$ cat config.mk
export PLATFORM = sky130hd
export DESIGN_NAME = rca_add_sequencer_flat
export DESIGN_NICKNAME = d
export VERILOG_FILES = /design/src/rtl/rca_add_sequencer_pkg.sv /design/src/rtl/rca_add_sequencer_if.sv /design/src/rtl/rca_add_sequencer_slice.sv /design/src/rtl/rca_add_sequencer.sv /design/src/flat_wrapper.sv
export SDC_FILE = /design/constraint.sdc
export NUM_CORES = 1
export LEC_CHECK = 0
export BUFFER_PORTS_ARGS = -buffer_cell sky130_fd_sc_hd__buf_2
export CAP_MARGIN = 25
export CORE_MARGIN = 8
export CORE_UTILIZATION = 52
export CTS_CLUSTER_SIZE = 16
export DETAILED_ROUTE_END_ITERATION = 7
export HOLD_SLACK_MARGIN = 0.02
export PLACE_DENSITY = 0.77
export SETUP_SLACK_MARGIN = 0.15
export SLEW_MARGIN = 20
export SYNTH_ARGS = -nofsm -noshare
export SYNTH_HDL_FRONTEND = slang
export SYNTH_SLANG_ARGS = --single-unit
$ cat constraint.sdc
create_clock -name clk -period 4.5 [get_ports clk]
set_input_delay 0.9 -clock clk [delete_from_list [all_inputs] [get_ports clk]]
set_output_delay 0.9 -clock clk [all_outputs]
set_load 0.005 [all_outputs]
$ cat src/rtl/rca_add_sequencer_pkg.sv
// ---------------------------------------------------------------------------
// add_seq_pkg
//
// Purpose : shared constants, FSM state encoding and helper functions for
//           the multi-cycle ripple-carry add sequencer.
// Contents: DEFAULT_WIDTH / DEFAULT_SLICE  default operand and slice widths
//           ST_IDLE / ST_RUN / ST_DONE      sequencer state encoding
//           idx_width()                     width of the slice index counter
// Optional: ADD_SEQ_SUBTRACT_EN (used by the interface and top, not here)
// ---------------------------------------------------------------------------
package add_seq_pkg;

  localparam int DEFAULT_WIDTH = 16;
  localparam int DEFAULT_SLICE = 4;

  // Sequencer state encoding, kept as plain constants so older tools and
  // scripts that probe the raw state register keep working.
  localparam logic [1:0] ST_IDLE = 2'd0;
  localparam logic [1:0] ST_RUN  = 2'd1;
  localparam logic [1:0] ST_DONE = 2'd2;

  // A counter needs at least one bit even when there is only one slice.
  function automatic int idx_width(input int n);
    if (n <= 1) return 1;
    return $clog2(n);
  endfunction

endpackage

$ cat src/rtl/rca_add_sequencer_if.sv
// ---------------------------------------------------------------------------
// rca_add_sequencer_if
//
// Purpose : request/result bundle between a requester and the add sequencer.
// Signals : start      request, honoured only while busy=0
//           a, b, cin  operands, captured on the accepting edge
//           sub        (ADD_SEQ_SUBTRACT_EN only) select a-b instead of a+b+cin
//           busy       slices are being processed
//           done       one-cycle pulse, sum/cout valid
//           sum, cout  registered result
// Modports: master = requester, slave = sequencer.
// Optional: ADD_SEQ_SUBTRACT_EN adds the sub signal.
// ---------------------------------------------------------------------------
interface rca_add_sequencer_if
  import add_seq_pkg::*;
#(
  parameter int WIDTH = DEFAULT_WIDTH
) ();

  logic             start;
  logic [WIDTH-1:0] a;
  logic [WIDTH-1:0] b;
  logic             cin;
`ifdef ADD_SEQ_SUBTRACT_EN
  logic             sub;
`endif
  logic             busy;
  logic             done;
  logic [WIDTH-1:0] sum;
  logic             cout;

`ifdef ADD_SEQ_SUBTRACT_EN
  modport master (output start, a, b, cin, sub, input  busy, done, sum, cout);
  modport slave  (input  start, a, b, cin, sub, output busy, done, sum, cout);
`else
  modport master (output start, a, b, cin, input  busy, done, sum, cout);
  modport slave  (input  start, a, b, cin, output busy, done, sum, cout);
`endif

endinterface

$ cat src/rtl/rca_add_sequencer_slice.sv
// ---------------------------------------------------------------------------
// rca_slice
//
// Purpose : SLICE-bit combinational ripple-carry adder; the one shared
//           arithmetic element the sequencer steps across the operands.
// Ports   : a, b  [SLICE-1:0]  slice operands
//           cin                carry into bit 0
//           sum   [SLICE-1:0]  slice sum
//           cout               carry out of the top bit
// ---------------------------------------------------------------------------
module rca_slice #(
  parameter int SLICE = 4
) (
  input  logic [SLICE-1:0] a,
  input  logic [SLICE-1:0] b,
  input  logic             cin,
  output logic [SLICE-1:0] sum,
  output logic             cout
);

  logic [SLICE:0] carry;

  // Explicit full-adder chain so the ripple structure is preserved.
  always_comb begin
    carry    = '0;
    sum      = '0;
    carry[0] = cin;
    for (int i = 0; i < SLICE; i++) begin
      sum[i]       = a[i] ^ b[i] ^ carry[i];
      carry[i + 1] = (a[i] & b[i]) | (carry[i] & (a[i] ^ b[i]));
    end
    cout = carry[SLICE];
  end

endmodule

$ cat src/rtl/rca_add_sequencer.sv
// ---------------------------------------------------------------------------
// rca_add_sequencer
//
// Purpose : adds WIDTH-bit operands one SLICE-bit slice per clock, LSB first,
//           reusing a single rca_slice with the carry registered between
//           slices. Returns a registered sum/cout with a one-cycle done pulse.
// Ports   : clk   rising-edge clock
//           rst   synchronous active-high reset
//           bus   rca_add_sequencer_if.slave (start/a/b/cin[/sub] in,
//                 busy/done/sum/cout out)
// Params  : WIDTH (multiple of SLICE), SLICE
// Optional: ADD_SEQ_SUBTRACT_EN - when defined, bus.sub=1 latches ~b and a
//           forced carry-in of 1, producing a-b; cout=1 then means no borrow.
// ---------------------------------------------------------------------------
module rca_add_sequencer
  import add_seq_pkg::*;
#(
  parameter int WIDTH = DEFAULT_WIDTH,
  parameter int SLICE = DEFAULT_SLICE
) (
  input logic                clk,
  input logic                rst,
  rca_add_sequencer_if.slave bus
);

  localparam int NUM_SLICES = WIDTH / SLICE;
  localparam int IW         = idx_width(NUM_SLICES);
  localparam int BW         = idx_width(WIDTH);
  localparam logic [IW-1:0] LAST_IDX = IW'(NUM_SLICES - 1);

  if ((WIDTH % SLICE) != 0) begin : g_width_check
    $error("rca_add_sequencer: WIDTH (%0d) must be a multiple of SLICE (%0d)", WIDTH, SLICE);
  end

  logic [1:0]       state_q, state_d;
  logic [IW-1:0]    idx_q, idx_d;
  logic [WIDTH-1:0] a_q, a_d;
  logic [WIDTH-1:0] b_q, b_d;
  logic             carry_q, carry_d;
  logic [WIDTH-1:0] sum_q, sum_d;
  logic             cout_q, cout_d;
  logic             busy_q, busy_d;
  logic             done_q, done_d;

  logic [BW-1:0]    base;
  logic [SLICE-1:0] slice_a;
  logic [SLICE-1:0] slice_b;
  logic [SLICE-1:0] slice_sum;
  logic             slice_cout;

  // Bit offset of the slice currently being processed.
  always_comb begin
    base    = BW'(idx_q) * BW'(SLICE);
    slice_a = a_q[base +: SLICE];
    slice_b = b_q[base +: SLICE];
  end

  rca_slice #(
    .SLICE (SLICE)
  ) u_slice (
    .a    (slice_a),
    .b    (slice_b),
    .cin  (carry_q),
    .sum  (slice_sum),
    .cout (slice_cout)
  );

  // Next-state logic. DONE accepts a new start exactly like IDLE so that a
  // requester can issue back-to-back operations without a bubble. sum is
  // left untouched on acceptance; it is overwritten slice by slice in RUN.
  always_comb begin
    state_d = state_q;
    idx_d   = idx_q;
    a_d     = a_q;
    b_d     = b_q;
    carry_d = carry_q;
    sum_d   = sum_q;
    cout_d  = cout_q;
    busy_d  = busy_q;
    done_d  = done_q;

    case (state_q)
      ST_RUN: begin
        sum_d[base +: SLICE] = slice_sum;
        carry_d              = slice_cout;
        if (idx_q == LAST_IDX) begin
          cout_d  = slice_cout;
          busy_d  = 1'b0;
          done_d  = 1'b1;
          state_d = ST_DONE;
        end else begin
          idx_d = idx_q + IW'(1);
        end
      end

      default: begin
        done_d  = 1'b0;
        state_d = ST_IDLE;
        if (bus.start) begin
          a_d     = bus.a;
          idx_d   = '0;
          busy_d  = 1'b1;
          state_d = ST_RUN;
`ifdef ADD_SEQ_SUBTRACT_EN
          // Two's-complement subtract: a + ~b + 1.
          if (bus.sub) begin
            b_d     = ~bus.b;
            carry_d = 1'b1;
          end else begin
            b_d     = bus.b;
            carry_d = bus.cin;
          end
`else
          b_d     = bus.b;
          carry_d = bus.cin;
`endif
        end
      end
    endcase
  end

  // Control and result registers; reset wins over everything, so an
  // in-flight operation is dropped without a done pulse.
  always_ff @(posedge clk) begin
    if (rst) begin
      state_q <= ST_IDLE;
      idx_q   <= '0;
      carry_q <= 1'b0;
      sum_q   <= '0;
      cout_q  <= 1'b0;
      busy_q  <= 1'b0;
      done_q  <= 1'b0;
    end else begin
      state_q <= state_d;
      idx_q   <= idx_d;
      carry_q <= carry_d;
      sum_q   <= sum_d;
      cout_q  <= cout_d;
      busy_q  <= busy_d;
      done_q  <= done_d;
    end
  end

  // Operand holding registers only matter after an accepted start.
  always_ff @(posedge clk) begin
    a_q <= a_d;
    b_q <= b_d;
  end

  assign bus.busy = busy_q;
  assign bus.done = done_q;
  assign bus.sum  = sum_q;
  assign bus.cout = cout_q;

endmodule

$ cat src/flat_wrapper.sv
// flat-port wrapper written by rule: the top's interface ports become plain ports
module rca_add_sequencer_flat import add_seq_pkg::*;
#(
  parameter int WIDTH = DEFAULT_WIDTH,
  parameter int SLICE = DEFAULT_SLICE
)
  (clk, rst, bus_start, bus_a, bus_b, bus_cin, bus_busy, bus_done, bus_sum, bus_cout);
  rca_add_sequencer_if #(.WIDTH(WIDTH)) bus_i ();
  input logic clk;
  input logic rst;
  input wire logic [$bits(bus_i.start)-1:0] bus_start;
  input wire logic [$bits(bus_i.a)-1:0] bus_a;
  input wire logic [$bits(bus_i.b)-1:0] bus_b;
  input wire logic [$bits(bus_i.cin)-1:0] bus_cin;
  output wire logic [$bits(bus_i.busy)-1:0] bus_busy;
  output wire logic [$bits(bus_i.done)-1:0] bus_done;
  output wire logic [$bits(bus_i.sum)-1:0] bus_sum;
  output wire logic [$bits(bus_i.cout)-1:0] bus_cout;
  assign bus_i.start = bus_start;
  assign bus_i.a = bus_a;
  assign bus_i.b = bus_b;
  assign bus_i.cin = bus_cin;
  assign bus_busy = bus_i.busy;
  assign bus_done = bus_i.done;
  assign bus_sum = bus_i.sum;
  assign bus_cout = bus_i.cout;
  rca_add_sequencer #(.WIDTH(WIDTH), .SLICE(SLICE)) u_core (.clk(clk), .rst(rst), .bus(bus_i));
endmodule
== Word level (Yosys, flattened, before mapping) ==
Cells that the tools add are included.
Storage, ports and cells
  output and inout port bits: 19
  register bits: 56
  bits of input ports: 36
Operators by class
  eq/ne operators: 4
  muxes and demuxes: 12
  reduce and logical (&&, ||, !) cells: 6
  shift-type cells: 4
  add/sub/neg operators: 2
  bitwise operators: 21
Operators by type and width (count)
  16-bit by 5-bit indexed part select with 4-bit output: 2
  16-bit bitwise mux: 1
  4-bit by 6-bit variable shift with 16-bit output, first input constant: 1
  4-bit by 6-bit indexed part select with 16-bit output: 1
  2-bit two-way mux: 5
  1-bit bitwise AND: 8
  2-bit AND reduction: 4
  1-bit XOR: 8
  1-bit two-way mux: 6
  4-bit negation with 6-bit output: 1
  1-bit bitwise OR: 4
  2-bit by 1-bit adder with 2-bit output, second input constant: 1
  2-bit by 1-bit == test with 1-bit output, second input constant: 1
  2-bit == test, second input constant: 1
  2-bit by 1-bit != test with 1-bit output, second input constant: 1
  2-bit != test, second input constant: 1
  2-bit nonzero test: 1
  2-bit OR reduction: 1
  1-bit NOT: 1

== Logic depth before layout (Yosys ltp) ==
  word-level depth: 11
  mapped depth: 8
  gate-level depth less buffers: 7

== Cells and area by module ==
Synthesis repeated with hierarchy kept, for this count alone.
Unflattened totals
  cell total of the unflattened synthesis: 162
  area total of the unflattened synthesis: 2274.7 µm²
By module, submodules not included
  rca_add_sequencer: area each 2157.1 µm², cells an instance 148, seq. area each 1441.4 µm², times used 1
  rca_slice: area each 117.6 µm², cells an instance 14, seq. area each 0.0 µm², times used 1

== Least setup slack after synthesis ==
OpenSTA, ideal clock, no wires.
  kind: reg2reg
  start: register u_core.idx_q[0]
  end: register u_core.sum_q[15], in the netlist u_core.bus.sum[15]
  library setup time: 0.128 ns
  arrival time: 3.020 ns
  setup slack: 1.352 ns
  buffers on the path: 1
  stages on the path, launching flop included: 9
  cell sequence: dfxtp_1 -> buf_4 -> mux4_2 -> fa_1 -> fa_1 -> fa_1 -> fa_1 -> a32oi_1 -> nor2_1
Between the ends
  longest elaborated chain between the ends: 11
  elaborated cells between the ends (all ways): 23
  those cells by class: add/sub (1); shift (4); mux (1); bitwise (17)
Ends and longest elaborated chain
  start: declaration: line rca_add_sequencer.sv:36  | logic [IW-1:0] idx_q, idx_d;
  start signal: assignment: line rca_add_sequencer.sv:135  | idx_q <= idx_d;
  16-bit by 5-bit indexed part select with 4-bit output, on equally long branches: line rca_add_sequencer.sv:54, rca_add_sequencer.sv:55
  1-bit XOR: line rca_add_sequencer_slice.sv:29, rca_add_sequencer_slice.sv:30
  1-bit bitwise AND: line rca_add_sequencer_slice.sv:30  | carry[i + 1] = (a[i] & b[i]) | (carry[i] & (a[i] ^ b[i]));
  1-bit bitwise OR: line rca_add_sequencer_slice.sv:30
  1-bit bitwise AND: line rca_add_sequencer_slice.sv:30
  1-bit bitwise OR: line rca_add_sequencer_slice.sv:30
  1-bit bitwise AND: line rca_add_sequencer_slice.sv:30
  1-bit bitwise OR: line rca_add_sequencer_slice.sv:30
  1-bit XOR: line rca_add_sequencer_slice.sv:29  | sum[i] = a[i] ^ b[i] ^ carry[i];
  4-bit by 6-bit indexed part select with 16-bit output: line rca_add_sequencer.sv:84  | sum_d[base +: SLICE] = slice_sum;
  16-bit bitwise mux (*): line rca_add_sequencer.sv:84
  end signal: assignment: line rca_add_sequencer.sv:137  | sum_q <= sum_d;
  end: declaration: line rca_add_sequencer.sv:40  | logic [WIDTH-1:0] sum_q, sum_d;
Mark *: on every way between the ends. The rest lies on a longest branch, timed or not.
A chain may end at the register's enable or synchronous reset.

== Worst setup path in the final report ==
Same ends and word-level chain as after synthesis.

==> run metrics <==
Max-slew headroom 66.8%; Hold/Removal Path Class reg -> reg; Root Buffer clkbuf_8; RSZ-0062 raised after global routing false; CP endpoint kind register; io pins 55; Clock Sinks 56; Syn Nets 200; leakage 1.04 nW; CTS Buffer Depth 2; area grow syn2layout 17.8%; number of global-route vias before repair 1469; pin count of the biggest net entering global routing 33; gp weighted congestion 0.762; synth warn 0; Total Wirelength 4210 µm; Hold WS 0.465 ns; Peak Freq 312 MHz; overflow left after global routing 0; Crit path arrival time 3.38 ns; Post-Synthesis Cell Area 2280 µm²; slew of the pin with the lowest slew margin 0.498 ns; routed vias 1444; CP Max Fanout 6; Data required, critical path 4.68 ns; # hold bufs at CTS 0; total CTS buffers 5; CTS tree yes; Pins Over Slew Limit 0; main flop type after synthesis edfxtp_1; IO buf count 54; CP Class reg -> reg; post-synthesis cell count 154; register area share after synthesis 63.1%; Via density 5.47; utilization after layout 62.6%; Routed wire per std cell 15.9 µm; nets 257; worst vdd ir 210 µV; Worst-Skew Late Latency 0.30 ns; commonest non-fill, non-tap cell in the layout buf_2; core area 4290 µm²; Final setup viols 0; Clock Skews 0.0124 ns; max cap viols 0; startpoint types register; commonest cells after routing, fill and taps aside 54 x buf_2, 32 x edfxtp_1, 24 x dfxtp_1; Post-Syn Area per Cell 14.8 µm²; final cycle utilization of the critical path 71.1%; Post-CTS Setup Inserts 0; post-synthesis cell type count 35; ys async rst share 0%; Resized cells post-CTS 0; Initial Util 53.2%; Post-synth EDFFs 32; Detail Placement HPWL 3230 µm; DR pass1 iterations 4; cell area power density 353 nW/µm²; DRC viols 0; final antenna-violating net count 0; fraction of layout instances using a drive strength above 1 36.8%; FF+latch count, synth 56; std cell rows 24; diode count 0; first-pass GRT wire length 6760 µm; total negative slack 0 ns; CTS H-tree lvls 2; Die Wd 82.3 µm; GRT Total Usage 13.1%; status finished clean; DRT iter0 DRCs 76; clock-pin slew on the worst setup and hold paths 0.10 ns; Die Footprint 6770 µm²; initial antenna violation count 0; min Tclk post-route 3.20 ns; Die Y-Extent 82.3 µm; Hold Vio Cnt, Final 0
[kinds of logic (layout without fill, tap and decap cells)]
logic type	Yosys count	in the layout	share of synthesized area (%)
compound gates	24	24	8.49
fa+ha+maj	10	10	6.79
buf+inv	17	75	3.07
flops	56	56	63.1
mux	9	9	8.33
simple gates	38	38	10.2
[cells in the mapped netlist, types with 2 or more instances]
cell type / number / area share, %
a21oi_1: 2 / 0.44
a32oi_1: 8 / 3.1
buf_2: 2 / 0.44
clkbuf_1: 2 / 0.33
dfxtp_1: 24 / 21
edfxtp_1: 32 / 42
fa_1: 4 / 3.5
ha_1: 6 / 3.3
inv_1: 11 / 1.8
mux4_2: 8 / 7.9
nand2b_1: 4 / 1.1
nand3_1: 2 / 0.44
nand3b_1: 5 / 1.6
nor2_1: 14 / 2.3
nor2b_1: 2 / 0.55
o211ai_1: 2 / 0.66
o32ai_1: 8 / 3.1
[cell type report]
| type | instances | area [µm²] |
|---|---|---|
| tap | 52 | 65.1 |
| sequential | 56 | 1440 |
| clock inverter | 1 | 5.00 |
| inverter | 11 | 41.3 |
| clock buffer | 7 | 76.3 |
| fill | 347 | 1610 |
| multi-input combinational | 81 | 774 |
| timing repair buffer | 56 | 285 |
[state kept, by name, summed over array words and instances, names as in the netlist]
signal and count:
u_core.a_q 16, u_core.b_q 16, u_core.bus.sum 16, u_core.idx_q 2, u_core.state_q 2, u_core.bus.busy 1, u_core.bus.cout 1, u_core.bus.done 1
u_core.carry_q 1
[report_power, final]
part / leakage (nW) / internal [mW] / total (mW) / switching, mW
Sequential: 0.499 / 0.567 / 0.579 / 0.0120
Clock: 0.0422 / 0.110 / 0.256 / 0.147
Combinational: 0.497 / 0.0548 / 0.115 / 0.0603
Total: 1.04 / 0.731 / 0.950 / 0.219
[routing by layer]
layer	part of all wire, %	vias up	GRT usage, %
met4	1.7	0	5.44
met1	43	686	16.2
met2	48	58	20.3
met5	0	-	0
li1	-	692	-
met3	7.3	8	4.98
[critical path, cell delays in order (launching register included)]
cell     delay (ns)
dfxtp_1        0.52
mux4_2         0.56
fa_1           0.43
fa_1           0.39
fa_1           0.39
fa_1           0.49
a32oi_1        0.22
nor2_1         0.06
[path summary, 6_finish.rpt]
| path | from | end | slack (ns) | cells past startpoint |
|---|---|---|---|---|
| max | u_core.idx_q[0]$_SDFFE_PP0P_ | u_core.bus.sum[15]$_SDFFE_PP0P_ | 1.30 | 7 |
| min | u_core.bus.cout$_SDFFE_PP0P_ | u_core.bus.cout$_SDFFE_PP0P_ | 0.46 | 2 |
| max reg2reg | u_core.idx_q[0]$_SDFFE_PP0P_ | u_core.bus.sum[15]$_SDFFE_PP0P_ | 1.30 | 7 |
| min reg2reg | u_core.bus.cout$_SDFFE_PP0P_ | u_core.bus.cout$_SDFFE_PP0P_ | 0.46 | 2 |
[through the flow]
step | power [mW] | setup slack, ns | instance area, µm² | instances
after global placement | 0.705 | 1.38 | 2610 | 256
after floorplan | 0.663 | 1.35 | 2280 | 154
final | 0.950 | 1.30 | 2690 | 264
after global routing | 0.991 | 1.07 | 2690 | 264
after detailed placement | 0.707 | 1.33 | 2610 | 256
after CTS | 0.959 | 1.30 | 2690 | 264
(Power assumes the default switching activity.)
